[config.mk]
export PLATFORM = sky130hd
export DESIGN_NAME = switch_sweep_counter
export DESIGN_NICKNAME = d
export VERILOG_FILES = /design/src/rtl/switch_ctrl_pkg.sv /design/src/rtl/tick_prescaler.sv /design/src/rtl/switch_sweep_counter.sv
export SDC_FILE = /design/constraint.sdc
export NUM_CORES = 1
export LEC_CHECK = 0
export CAP_MARGIN = 20
export CORE_MARGIN = 2
export CORE_UTILIZATION = 49
export CTS_CLUSTER_DIAMETER = 80
export DETAILED_ROUTE_END_ITERATION = 8
export PLACE_DENSITY = 0.85
export SETUP_SLACK_MARGIN = 0.4
export SYNTH_ARGS = -nofsm -noshare
export SYNTH_HDL_FRONTEND = slang
export SYNTH_SLANG_ARGS = --single-unit
[constraint.sdc]
create_clock -name counter_clk -period 2.5 [get_ports counter_clk]
set_input_delay 0.25 -clock counter_clk [delete_from_list [all_inputs] [get_ports counter_clk]]
set_output_delay 0.25 -clock counter_clk [all_outputs]
set_load 0.03 [all_outputs]
[src/rtl/switch_ctrl_pkg.sv]
// Shared types and default widths for the photonic-switch sweep counter.
// The sweep direction type exists only when TRIANGLE_SWEEP_EN is defined.
package switch_ctrl_pkg;

  localparam int CNT_W_DEF   = 7;
  localparam int PRESC_W_DEF = 8;

  typedef enum logic {
    ST_IDLE = 1'b0,
    ST_RUN  = 1'b1
  } state_e;

`ifdef TRIANGLE_SWEEP_EN
  typedef enum logic {
    DIR_UP   = 1'b0,
    DIR_DOWN = 1'b1
  } dir_e;
`endif

endpackage

[src/rtl/tick_prescaler.sv]
// Divides the clock into one-cycle ticks, one every divider_i+1 enabled cycles.
// clear_i holds the phase counter at zero so a new sweep always starts in phase.
module tick_prescaler #(
  parameter int W = 8
) (
  input  logic         clk_i,
  input  logic         reset_i,
  input  logic         clear_i,
  input  logic         enable_i,
  input  logic [W-1:0] divider_i,
  output logic         tick_o
);

  localparam logic [W-1:0] PCNT_ONE = {{(W-1){1'b0}}, 1'b1};

  logic [W-1:0] pcnt_q;
  logic [W-1:0] pcnt_d;
  logic         tick_s;

  assign tick_s = enable_i && !clear_i && (pcnt_q == divider_i);
  assign tick_o = tick_s;

  // Phase counter next state.
  always_comb begin
    pcnt_d = pcnt_q;
    if (clear_i) begin
      pcnt_d = '0;
    end else if (!enable_i) begin
      pcnt_d = pcnt_q;
    end else if (tick_s) begin
      pcnt_d = '0;
    end else begin
      pcnt_d = pcnt_q + PCNT_ONE;
    end
  end

  // Phase counter register.
  always_ff @(posedge clk_i) begin
    if (reset_i) begin
      pcnt_q <= '0;
    end else begin
      pcnt_q <= pcnt_d;
    end
  end

endmodule

[src/rtl/switch_sweep_counter.sv]
// Sweep generator feeding the comparator: count (in_x), active target (in_y), enable.
// Define TRIANGLE_SWEEP_EN to add the up/down sweep; otherwise sawtooth only.
module switch_sweep_counter
  import switch_ctrl_pkg::*;
#(
  parameter int CNT_W   = CNT_W_DEF,
  parameter int PRESC_W = PRESC_W_DEF
) (
  input  logic               counter_clk,
  input  logic               reset,
  input  logic               start,
  input  logic               stop,
  input  logic               one_shot,
  input  logic               triangle,
  input  logic [CNT_W-1:0]   period,
  input  logic [PRESC_W-1:0] prescale,
  input  logic               target_wr,
  input  logic [CNT_W-1:0]   target_in,
  output logic [CNT_W-1:0]   count,
  output logic [CNT_W-1:0]   target,
  output logic               cmp_en,
  output logic               wrap,
  output logic               busy
);

  localparam logic [CNT_W-1:0] CNT_ONE = {{(CNT_W-1){1'b0}}, 1'b1};

  state_e               state_q,    state_d;
  logic [CNT_W-1:0]     count_q,    count_d;
  logic [CNT_W-1:0]     target_q,   target_d;
  logic [CNT_W-1:0]     shadow_q,   shadow_d;
  logic [CNT_W-1:0]     period_q,   period_d;
  logic [PRESC_W-1:0]   presc_q,    presc_d;
  logic                 one_shot_q, one_shot_d;
  logic                 wrap_q,     wrap_d;
  logic                 tick_s;
  logic [CNT_W-1:0]     shadow_sel_s;
  logic [CNT_W-1:0]     step_count_s;
  logic                 step_end_s;
`ifdef TRIANGLE_SWEEP_EN
  logic                 tri_q, tri_d;
  dir_e                 dir_q, dir_d;
  dir_e                 step_dir_s;
`else
  logic                 unused_triangle_s;
  assign unused_triangle_s = triangle;
`endif

  // A write in the same cycle as a target load bypasses the shadow register.
  assign shadow_sel_s = target_wr ? target_in : shadow_q;

  tick_prescaler #(.W(PRESC_W)) u_presc (
    .clk_i     (counter_clk),
    .reset_i   (reset),
    .clear_i   (state_q == ST_IDLE),
    .enable_i  (state_q == ST_RUN),
    .divider_i (presc_q),
    .tick_o    (tick_s)
  );

  // Value the count moves to on a tick, and whether that tick ends the sweep.
  always_comb begin
    step_count_s = count_q + CNT_ONE;
    step_end_s   = 1'b0;
`ifdef TRIANGLE_SWEEP_EN
    step_dir_s   = dir_q;
    if (tri_q && (period_q != '0)) begin
      if (dir_q == DIR_UP) begin
        if (count_q < period_q) begin
          step_count_s = count_q + CNT_ONE;
        end else if (period_q == CNT_ONE) begin
          step_end_s = 1'b1;
        end else begin
          step_count_s = count_q - CNT_ONE;
          step_dir_s   = DIR_DOWN;
        end
      end else begin
        if (count_q > CNT_ONE) begin
          step_count_s = count_q - CNT_ONE;
        end else begin
          step_end_s = 1'b1;
        end
      end
    end else begin
      if (count_q < period_q) begin
        step_count_s = count_q + CNT_ONE;
      end else begin
        step_end_s = 1'b1;
      end
    end
`else
    if (count_q < period_q) begin
      step_count_s = count_q + CNT_ONE;
    end else begin
      step_end_s = 1'b1;
    end
`endif
  end

  // Sweep control: state, count, latched configuration and target loading.
  always_comb begin
    state_d    = state_q;
    count_d    = count_q;
    target_d   = target_q;
    shadow_d   = shadow_sel_s;
    period_d   = period_q;
    presc_d    = presc_q;
    one_shot_d = one_shot_q;
    wrap_d     = 1'b0;
`ifdef TRIANGLE_SWEEP_EN
    tri_d      = tri_q;
    dir_d      = dir_q;
`endif
    case (state_q)
      ST_IDLE: begin
        count_d = '0;
        if (start && !stop) begin
          state_d    = ST_RUN;
          period_d   = period;
          presc_d    = prescale;
          one_shot_d = one_shot;
          target_d   = shadow_sel_s;
`ifdef TRIANGLE_SWEEP_EN
          tri_d      = triangle;
          dir_d      = DIR_UP;
`endif
        end else begin
          state_d = ST_IDLE;
        end
      end
      ST_RUN: begin
        if (stop) begin
          state_d = ST_IDLE;
          count_d = '0;
        end else if (tick_s && step_end_s) begin
          count_d  = '0;
          wrap_d   = 1'b1;
          period_d = period;
          target_d = shadow_sel_s;
`ifdef TRIANGLE_SWEEP_EN
          dir_d    = DIR_UP;
`endif
          state_d  = one_shot_q ? ST_IDLE : ST_RUN;
        end else if (tick_s) begin
          count_d = step_count_s;
`ifdef TRIANGLE_SWEEP_EN
          dir_d   = step_dir_s;
`endif
        end else begin
          count_d = count_q;
        end
      end
      default: begin
        state_d = ST_IDLE;
        count_d = '0;
      end
    endcase
  end

  // State and datapath registers.
  always_ff @(posedge counter_clk) begin
    if (reset) begin
      state_q    <= ST_IDLE;
      count_q    <= '0;
      target_q   <= '0;
      shadow_q   <= '0;
      period_q   <= '0;
      presc_q    <= '0;
      one_shot_q <= 1'b0;
      wrap_q     <= 1'b0;
`ifdef TRIANGLE_SWEEP_EN
      tri_q      <= 1'b0;
      dir_q      <= DIR_UP;
`endif
    end else begin
      state_q    <= state_d;
      count_q    <= count_d;
      target_q   <= target_d;
      shadow_q   <= shadow_d;
      period_q   <= period_d;
      presc_q    <= presc_d;
      one_shot_q <= one_shot_d;
      wrap_q     <= wrap_d;
`ifdef TRIANGLE_SWEEP_EN
      tri_q      <= tri_d;
      dir_q      <= dir_d;
`endif
    end
  end

  assign count  = count_q;
  assign target = target_q;
  assign wrap   = wrap_q;
  assign busy   = (state_q == ST_RUN);
  assign cmp_en = (state_q == ST_RUN);

endmodule
==> flow_metrics.env <==
export IMPL_clk_latency_ns=0.31
export IMPL_port_buffers=44
export IMPL_finalMaxSlewViolations=0
export IMPL_internal_power_mw=1.101
export IMPL_async_flop_share=0
export IMPL_ys_warn_count=0
export IMPL_clockBufferDepth=2
export IMPL_crit_end="count[5]$_SDFFE_PP0P_"
export IMPL_reg2reg_depth=8
export IMPL_rows=23
export IMPL_cp_start_kind="flip-flop"
export IMPL_wirelength_mm=4.276
export IMPL_seq_power_share=0.534
export IMPL_hold_buffers=0
export IMPL_rsz0062_at_grt="false"
export IMPL_wl_per_cell_um=13.20
export IMPL_syn_avg_cell_area_sq_um=8.999
export IMPL_drc_errors=0
export IMPL_cts_tree="done"
export IMPL_power_frac_clock=0.317
export IMPL_grt_pass1_wl_mm=6.630
export IMPL_syn_inst=229
export IMPL_pwr_density_cell_nw_per_um2=558.3
export IMPL_place_area_sq_um=2542
export IMPL_layout_commonest_cell="dfxtp_1"
export IMPL_fin_nets=311
export IMPL_dieArea_sq_um=4740
export IMPL_finalSetupTns_ns=0
export IMPL_dominantRegCellSynth="dfxtp_1"
export IMPL_dp_slack_ns=0.4453
export IMPL_cpPeakStageDelay_ns=0.35
export IMPL_skew_ns=0.01132
export IMPL_num_fill_cells=338
export IMPL_synth_edf_count=0
export IMPL_grt_overflow_total=0
export IMPL_period_share=0.7989
export IMPL_path_clk_slew_ns=0.09
export IMPL_via_per_inst=5.191
export IMPL_period_minus_slack_ns=1.997
export IMPL_comb_power_share=0.149
export IMPL_drtAntennaViolNets=0
export IMPL_design_area_sq_um=2645
export IMPL_max_slew_margin_rel=0.6442
export IMPL_synth_cell_types=30
export IMPL_required_ns=2.74
export IMPL_area_delta_synth_final_pct=28.35
export IMPL_cts_root_buffer="clkbuf_8"
export IMPL_p_sw_mw=0.3758
export IMPL_path_class="flip-flop to flip-flop"
export IMPL_io_pins=46
export IMPL_p_leak_nw=1.012
export IMPL_critPathMaxFanout=6
export IMPL_drtIter0Drc=79
export IMPL_first_pass_iters=4
export IMPL_hp_start="one_shot_q$_SDFFE_PP0P_"
export IMPL_min_path_cells=2
export IMPL_crit_arrival_ns=2.23
export IMPL_swShare=0.2545
export IMPL_final_cell_mix="47 x dfxtp_1, 44 x clkdlybuf4s50_1, 29 x nor2_1"
export IMPL_gp_congestion=0.8230
export IMPL_ys_ff_latch=47
export IMPL_grt_antenna_before_repair=0
export IMPL_critPathCaptureType="flip-flop"
export IMPL_setup_viol=0
export IMPL_initial_core_util=0.5115
export IMPL_syn_area_sq_um=2061
export IMPL_tightest_slew_ns=0.5302
export IMPL_finalHoldViolations=0
export IMPL_die_height_um=68.85
export IMPL_core_area_sq_um=4029
export IMPL_grt_max_degree=39
export IMPL_synth_yosys_seq_area_share=0.4566
export IMPL_via_count=1682
export IMPL_critPathLaunch="count[2]$_SDFFE_PP0P_"
export IMPL_slowest_stage="dfxtp_1"
export IMPL_fmax_ghz=0.5007
export IMPL_htreeDepth=2
export IMPL_rr_startpoint="count[2]$_SDFFE_PP0P_"
export IMPL_outcome="complete, no violations"
export IMPL_r2r_end="count[5]$_SDFFE_PP0P_"
export IMPL_cts_sinks=47
export IMPL_drv_cap=0
export IMPL_grt_pass1_vias=1522
export IMPL_antenna_cells=0
export IMPL_drive_above_1_share=0.07299
export IMPL_cts_buffers=5
export IMPL_synthesis_nets=266
export IMPL_path_cells="ha_1 -> a21o_1 -> a31oi_1 -> o21ai_1 -> buf_4 -> nand2b_1 -> or3_1 -> a21oi_2"
export IMPL_vdd_drop_max_v=0.0002863
export IMPL_hp_class="flip-flop to flip-flop"
export IMPL_setup_ws_ns=0.5028
export IMPL_grt_usage=0.1934
export IMPL_r2r_slack_ns=0.50
export IMPL_die_w_um=68.85
export IMPL_hpwl_mm=2.936
flip-flops by register name, summed over array words and instances (netlist names):
register        cells
presc_q             8
busy                1
one_shot_q          1
u_presc.pcnt_q      8
wrap                1
count               7
period_q            7
target              7
shadow_q            7
area by class of cell:
class / instances / area [sq um] / share of cell area
timing repair buffer: 49 / 481.7 / 0.1821
multi-input combinational: 161 / 1035 / 0.3912
sequential: 47 / 940.9 / 0.3557
inverter: 10 / 37.54 / 0.01419
clock buffer: 6 / 82.58 / 0.03122
tap: 50 / 62.56 / 0.02365
clock inverter: 1 / 5.005 / 0.001892
synthesized netlist by cell type, types with 3 or more instances:
cell type / instances / share of area
nand3_1: 9 / 0.022
xnor2_1: 9 / 0.038
o21ai_0: 6 / 0.015
nor2_1: 29 / 0.053
nand3b_1: 10 / 0.036
and3_1: 7 / 0.021
nand2_1: 20 / 0.036
or3_1: 3 / 0.0091
o31ai_2: 4 / 0.024
o31ai_1: 3 / 0.011
ha_1: 8 / 0.049
nand4_1: 4 / 0.012
inv_1: 10 / 0.018
mux2i_1: 14 / 0.068
dfxtp_1: 47 / 0.46
clkbuf_1: 7 / 0.013
xor2_1: 5 / 0.021
a21oi_1: 17 / 0.041
critical path: cells and delay by family (launching register included):
family / cells / cell delay (ns)
and+or+nand+nor: 2 / 0.48
adders and majority gates: 1 / 0.32
DFF: 1 / 0.35
AOI/OAI and AO/OA: 4 / 0.62
buffers and inverters: 1 / 0.16
worst min-delay path by stage:
stage	end	slack [ns]
floorplan	one_shot_q$_SDFFE_PP0P_	0.39
global placement	one_shot_q$_SDFFE_PP0P_	0.44
detailed placement	one_shot_q$_SDFFE_PP0P_	0.44
CTS	one_shot_q$_SDFFE_PP0P_	0.46
global route	one_shot_q$_SDFFE_PP0P_	0.49
finish	one_shot_q$_SDFFE_PP0P_	0.45
repair_timing:
| item | in CTS | in global routing |
|---|---|---|
| endpoints found under the setup margin | 0 | 6 |
| buffers inserted | 0 | 1 |
| resized for setup | 0 | 3 |
per-stage QoR:
| step | total power [mW] | hold slack (ns) | utilization | cells |
|---|---|---|---|---|
| after CTS | 1.476 | 0.4566 | 0.6528 | 323 |
| after floorplan | 0.9335 | 0.3860 | - | 229 |
| final | 1.477 | 0.4542 | 0.6565 | 324 |
| after global routing | 1.531 | 0.4880 | 0.6565 | 324 |
| after detailed placement | 1.018 | 0.4448 | 0.6311 | 316 |
| after global placement | 1.013 | 0.4385 | 0.6311 | 316 |
routing by layer:
layer  wire (um)  part of all wire  global-route usage  vias to the layer above
li1            -                 -                   -                      865
met1        1993              0.47              0.2231                      769
met3         236             0.055             0.05519                        6
met4          82             0.019             0.08088                        0
met5           0                 0                   0                        -
met2        1964              0.46              0.3341                       42
power by group through the flow:
stage	Combinational, mW	Sequential (mW)	Clock [mW]
floorplan	0.117	0.817	0
global placement	0.208	0.806	0
detailed placement	0.211	0.807	0
CTS	0.213	0.789	0.474
global route	0.239	0.792	0.499
finish	0.219	0.789	0.468
kinds of logic after synthesis:
group,after synthesis,synth area share
DFF,47,0.4566
buffers and inverters,21,0.04311
adders and majority gates,8,0.04858
xor gates and xnor gates,14,0.05950
AOI/OAI and AO/OA,35,0.1093
muxes,14,0.06800
and+or+nand+nor,90,0.2149
No activity file was read; power rests on OpenSTA's default activity.
